==> config.mk <==
export PLATFORM = sky130hd
export DESIGN_NAME = input_flow_handler
export DESIGN_NICKNAME = d
export VERILOG_FILES = /design/src/rtl/input_flow_handler.sv
export SDC_FILE = /design/constraint.sdc
export NUM_CORES = 1
export LEC_CHECK = 0
export BUFFER_PORTS_ARGS = -buffer_cell sky130_fd_sc_hd__buf_2
export CORE_MARGIN = 5
export CORE_UTILIZATION = 32
export CTS_CLUSTER_DIAMETER = 120
export DETAILED_ROUTE_END_ITERATION = 12
export PLACE_DENSITY = 0.52
export SLEW_MARGIN = 5
export SYNTH_ARGS = -nofsm -noshare
export SYNTH_HDL_FRONTEND = slang
export SYNTH_SLANG_ARGS = --single-unit
==> constraint.sdc <==
create_clock -name clka -period 6.1 [get_ports clka]
set_input_delay 0.915 -clock clka [delete_from_list [all_inputs] [get_ports clka]]
set_output_delay 0.915 -clock clka [all_outputs]
set_load 0.01 [all_outputs]
==> src/rtl/input_flow_handler.sv <==
// Credit-return receiver: synchronises the toggling credit pair, emits one pulse per
// accepted return, tracks the credit count and flags pair faults / credit misuse.
module input_flow_handler #(
    parameter int CREDITS     = 4,
    parameter int CNT_W       = 3,
    parameter int SYNC_STAGES = 2,
    parameter int ERR_LIMIT   = 3
) (
    input  logic             clka,
    input  logic             rsta,
    input  logic             diff_pair_p,
    input  logic             diff_pair_n,
    input  logic             credit_consume,
    input  logic             error_clear,
    output logic             credit_available,
    output logic [CNT_W-1:0] credit_count,
    output logic             credit_return_pulse,
    output logic             link_error,
    output logic             credit_error
);

    localparam int ERR_W = $clog2(ERR_LIMIT + 1);
    localparam logic [CNT_W-1:0] CNT_MAX = CNT_W'(CREDITS);
    localparam logic [ERR_W-1:0] ERR_MAX = ERR_W'(ERR_LIMIT);

    logic [SYNC_STAGES-1:0] r_sync_p;
    logic [SYNC_STAGES-1:0] r_sync_n;
    logic                   r_lv_p;
    logic [CNT_W-1:0]       r_credit_count;
    logic                   r_pulse;
    logic                   r_link_error;
    logic                   r_credit_error;
    logic [ERR_W-1:0]       r_inv_cnt;

    logic                   w_s_p;
    logic                   w_s_n;
    logic                   w_valid;
    logic                   w_event;
    logic [ERR_W-1:0]       w_inv_next;
    logic                   w_inv_hit;
    logic [CNT_W-1:0]       w_count_next;
    logic                   w_cerr_set;

    assign w_s_p   = r_sync_p[SYNC_STAGES-1];
    assign w_s_n   = r_sync_n[SYNC_STAGES-1];
    assign w_valid = (w_s_p != w_s_n);
    // Compare against the last valid level so a skewed edge through p==n counts once.
    assign w_event = w_valid && (w_s_p != r_lv_p);

    always_comb begin
        w_inv_next = (r_inv_cnt == ERR_MAX) ? ERR_MAX : r_inv_cnt + 1'b1;
        w_inv_hit  = !w_valid && (w_inv_next == ERR_MAX);
    end

    always_comb begin
        w_count_next = r_credit_count;
        w_cerr_set   = 1'b0;
        if (w_event && !credit_consume) begin
            if (r_credit_count == CNT_MAX) w_cerr_set = 1'b1;
            else                           w_count_next = r_credit_count + 1'b1;
        end else if (!w_event && credit_consume) begin
            if (r_credit_count == '0) w_cerr_set = 1'b1;
            else                      w_count_next = r_credit_count - 1'b1;
        end
    end

    always_ff @(posedge clka or posedge rsta) begin
        if (rsta) begin
            r_sync_p       <= '1;
            r_sync_n       <= '0;
            r_lv_p         <= 1'b1;
            r_credit_count <= CNT_MAX;
            r_pulse        <= 1'b0;
            r_link_error   <= 1'b0;
            r_credit_error <= 1'b0;
            r_inv_cnt      <= '0;
        end else begin
            r_sync_p       <= {r_sync_p[SYNC_STAGES-2:0], diff_pair_p};
            r_sync_n       <= {r_sync_n[SYNC_STAGES-2:0], diff_pair_n};
            if (w_valid) r_lv_p <= w_s_p;
            r_credit_count <= w_count_next;
            r_pulse        <= w_event;

            if (error_clear || w_valid) r_inv_cnt <= '0;
            else                        r_inv_cnt <= w_inv_next;

            if (error_clear)    r_link_error <= 1'b0;
            else if (w_inv_hit) r_link_error <= 1'b1;

            if (error_clear)     r_credit_error <= 1'b0;
            else if (w_cerr_set) r_credit_error <= 1'b1;
        end
    end

    assign credit_available    = (r_credit_count != '0);
    assign credit_count        = r_credit_count;
    assign credit_return_pulse = r_pulse;
    assign link_error          = r_link_error;
    assign credit_error        = r_credit_error;

endmodule
* Yosys cells after proc, flatten, opt, wreduce, memory -nomap -nowiden
Cells that the tools add are included.
** Cells by class
- Equal/unequal tests :: 7
- Reductions and logical operators :: 14
- Mux-type cells :: 14
- Add/subtract/negate cells :: 3
** Operators by type and width (count)
- $mux 3 :: 4
- $mux 1 :: 8
- $reduce_bool 2->1 :: 3
- $eq 2x2->1 const B :: 2
- $logic_and 1x1->1 :: 4
- $mux 2 :: 2
- $ne 2x2->1 const B :: 2
- $add 3x1->3 const B :: 1
- $eq 3x3->1 const B :: 1
- $logic_not 1->1 :: 3
- $logic_not 3->1 :: 1
- $reduce_and 3->1 :: 1
- $reduce_bool 3->1 :: 1
- $sub 3x1->3 const B :: 1
- $add 2x1->2 const B :: 1
- $ne 1x1->1 :: 2
- $logic_or 1x1->1 :: 1
** Word-level totals
- Input port bits :: 6
- Bits in registers :: 13
- Logic and storage cells :: 46
- Output and inout bits :: 7

* Logic depth before layout (Yosys ltp)
- Word-level depth :: 8
- Mapped depth :: 9
- Depth with buffers taken out :: 9

* Worst setup path before layout
Ideal clock, no wire load.
- Path type :: input -> register
- Start :: input port credit_consume
- End :: register r_credit_count[2] (netlist: credit_count[2])
- Required time :: 6.017 ns
- Stages :: 6
- Library setup time :: 0.083 ns
- Data arrival time :: 2.131 ns
- Setup slack :: 3.885 ns
- Buffers on the path :: 0
- Cells stage by stage :: inv_1 -> ha_1 -> inv_1 -> fa_1 -> o21a_1 -> o311a_1
** Between the ends
- Longest elaborated chain between the ends :: 4
- Elaborated cells on any way between the ends :: 8
- Those cells by class :: eq/ne (2); mux (1); reduce/logical (5)
** RTL lines
- start: declaration :: line 13 : input logic credit_consume,
- $logic_not 1->1 :: line 58 : if (w_event && !credit_consume) begin
- $logic_and 1x1->1 :: line 58
- $ne 2x2->1 (no source line) / $reduce_bool 2->1 (equally long branches)
- $reduce_and 3->1 (no source line)
- end signal: assignment :: line 81 : r_credit_count <= w_count_next;
- end: declaration :: line 29 : logic [CNT_W-1:0] r_credit_count;
Several ways; a longest one is shown, not always the timed one.
A chain may end at the register's enable or synchronous reset.

* Worst setup path after layout
- Start :: register r_sync_p[1]
- End :: register r_credit_count[2] (netlist: credit_count[2])
** Between the ends
- Longest elaborated chain between the ends :: 6
- Elaborated cells on any way between the ends :: 11
- Those cells by class :: eq/ne (4); mux (1); reduce/logical (6)
** RTL lines
- start: declaration :: line 26 : logic [SYNC_STAGES-1:0] r_sync_p;
- start signal: assignment :: line 78 : r_sync_p <= {r_sync_p[SYNC_STAGES-2:0], diff_pair_p};
- $ne 1x1->1 (on tied branches) :: line 46, 48
- $logic_and 1x1->1 * :: line 48 : assign w_event = w_valid && (w_s_p != r_lv_p);
- named net w_event :: line 38 : logic w_event;
- $logic_not 1->1 :: line 61 : end else if (!w_event && credit_consume) begin
- $logic_and 1x1->1 :: line 61
- $reduce_bool 2->1 (no source line)
- $reduce_and 3->1 (no source line)
Mark *: on every way through the listed nets, which the timed path passes. The rest lies on a longest branch.

==> flow_metrics.env <==
export IMPL_status="finished clean"
export IMPL_stdcell_area_um2=709
export IMPL_grt_usage_pct=8.51
export IMPL_finClkSkew_ns=0.00440
export IMPL_vias=415
export IMPL_fin_hold_ws_ns=0.353
export IMPL_fin_cells=94
export IMPL_gp_congestion=0.725
export IMPL_grt_pass1_wl_um=1710
export IMPL_gr_usage_met2_pct=14.0
export IMPL_r2r_start="r_sync_p[1]"
export IMPL_synth_cells=53
export IMPL_synth_top_cell_area_share_pct=38.1
export IMPL_ir_drop_mv=0.156
export IMPL_syn_nets=62
export IMPL_fmax_ghz=0.448
export IMPL_wl_um=1000
export IMPL_critPathCaptureType="flop"
export IMPL_crit_fanout=7
export IMPL_num_antenna_cells=0
export IMPL_max_clock_path_buffers=2
export IMPL_numPlacedInstances=90
export IMPL_fin_tns_setup_ns=0
export IMPL_setup_worst_path_class="reg2reg"
export IMPL_cp_data_arrival_time_ns=2.43
export IMPL_wl_per_cell_um=10.7
export IMPL_finalCritPeriodShare_pct=36.6
export IMPL_synthFlopType="dfrtp_1"
export IMPL_antenna_found_initial=0
export IMPL_grt_max_degree=14
export IMPL_ff2ff_path_depth=8
export IMPL_rsz0062_at_grt="no"
export IMPL_io_pins=13
export IMPL_drc_errors=0
export IMPL_yosys_cell_types_count=21
export IMPL_hold_depth=0
export IMPL_drt_pass1_iter_count=4
export IMPL_synth_commonest_cells="9 x dfrtp_1, 7 x inv_1, 5 x nor2_1"
export IMPL_clock_latency_ns=0.27
export IMPL_synth_area_leaders="dfrtp_1 38%, dfstp_2 18%, inv_1 4.4%"
export IMPL_clockRootBuffer="clkbuf_4"
export IMPL_start_util_pct=33.8
export IMPL_fillers=190
export IMPL_place_hpwl_um=769
export IMPL_cts_hold_buf=0
export IMPL_drive_gt1_share_pct=30.4
export IMPL_synth_avg_cell_area_um2=11.1
export IMPL_ys_ff_latch=13
export IMPL_grt_pass1_vias=423
export IMPL_hold_viol_final=0
export IMPL_clock_sinks=13
export IMPL_die_x_um=53.0
export IMPL_yosysMostFrequentCell="dfrtp_1"
export IMPL_finalMaxSlewViolations=0
export IMPL_port_buffers=12
export IMPL_ys_warn_count=0
export IMPL_grt_overflow=0
export IMPL_rrSetupSlack_ns=3.87
export IMPL_synthArstFlopShare_pct=100
export IMPL_cap_violations=0
export IMPL_r2r_end="credit_count[2]"
export IMPL_ant_nets=0
export IMPL_core_um2=1750
export IMPL_vias_per_cell=4.41
export IMPL_gr_usage_met1_pct=9.55
export IMPL_critPathRequiredTime_ns=6.30
export IMPL_cts_buffers=3
export IMPL_regArea_um2=330
export IMPL_min_delay_start="r_sync_n[0]"
export IMPL_cts_tree="built"
export IMPL_synthToLayoutAreaGrowth_pct=20.1
export IMPL_final_min_clock_period_ns=2.23
export IMPL_cellPowerDensity_nw_per_um2=375
export IMPL_grt_use_met3_pct=5.07
export IMPL_min_path_type="reg2reg"
export IMPL_h_tree_depth=1
export IMPL_dieHeight_um=53.0
export IMPL_cts_setup_buffers=0
export IMPL_die_area_um2=2800
export IMPL_cts_resized=0
export IMPL_setup_violations=0
export IMPL_syn_area_um2=591
export IMPL_top_usage_layer="met2"
export IMPL_p_total_mw=0.266
export IMPL_yosysSeqAreaShare_pct=55.9
export IMPL_place_area_um2=682
export IMPL_holdPathEnd="r_sync_n[1]"
export IMPL_nets=79
export IMPL_multiInputGateArea_um2=234
export IMPL_clk_pin_slew_ns=0.08
export IMPL_rows=15
export IMPL_synth_edf_count=0
export IMPL_relSlewSlack_pct=67.6
export IMPL_drtIter0Drc=8
export IMPL_synth_top_area_cell="dfrtp_1"
export IMPL_tightest_slew_ns=0.485
export IMPL_p_leak_nw=0.338
export IMPL_cp_start_kind="flop"
-- layout make-up --
cell class,instances,area share (%)
sequential,13,46.6
multi-input combinational,33,33.0
timing repair buffer,12,8.47
tap,25,4.41
inverter,7,3.70
clock buffer,3,3.17
clock inverter,1,0.705
-- critical path, stage by stage, from the launching register on --
cell      delay, ns
dfstp_2        0.57
nand2b_1       0.06
o21a_1         0.18
inv_1          0.07
ha_1           0.27
inv_1          0.10
fa_1           0.43
o21a_1         0.20
o311a_1        0.28
-- power by group --
group	leakage (nW)	internal, mW	total, mW	switching (mW)
Sequential	0.157	0.105	0.123	0.0183
Clock	0.0177	0.0243	0.0515	0.0273
Combinational	0.163	0.0424	0.0914	0.0490
-- through the flow --
step	utilization, %	setup slack, ns
floorplan	-	3.89
global route	40.6	3.74
CTS	40.6	3.85
finish	40.6	3.87
detailed placement	39.1	3.66
global placement	39.1	3.70
-- how the worst max path moves through the flow --
stage,startpoint,end,cells after the start
final,r_sync_p[1],credit_count[2],8
after global routing,r_sync_p[1],credit_count[2],8
after CTS,r_sync_p[1],credit_count[2],8
after detailed placement,credit_consume,credit_count[2],7
after global placement,credit_consume,credit_count[2],7
after floorplan,credit_consume,credit_count[2],6
-- routing by layer --
layer | routed length [um] | part of all wire, %
met1 | 421 | 42
met2 | 490 | 49
met3 | 90 | 9.0
met4 | 0 | 0
met5 | 0 | 0
-- logic make-up after synthesis --
logic type / count (synthesis) / synth area share, %
flip-flops: 13 / 55.9
adder cells (fa/ha/maj): 3 / 7.63
AO/OA/AOI/OAI: 13 / 15.0
XOR/XNOR: 2 / 2.97
AND/OR/NAND/NOR: 15 / 14.0
buffers and inverters: 7 / 4.45
-- sequential cells by signal (all words and copies together) (netlist names) --
name,count
r_inv_cnt,2
r_lv_p,1
credit_return_pulse,1
r_sync_p,2
link_error,1
r_sync_n,2
credit_error,1
credit_count,3
-- placed cells by master (no fill, tap or decap), drive strengths merged, types with 3 or more instances in the layout --
cell type,n
o21ai,3
dfstp,4
nor2,5
dfrtp,9
clkbuf,3
inv,7
nor3b,3
buf,12
Note: power is estimated with default switching activity, not from simulation.
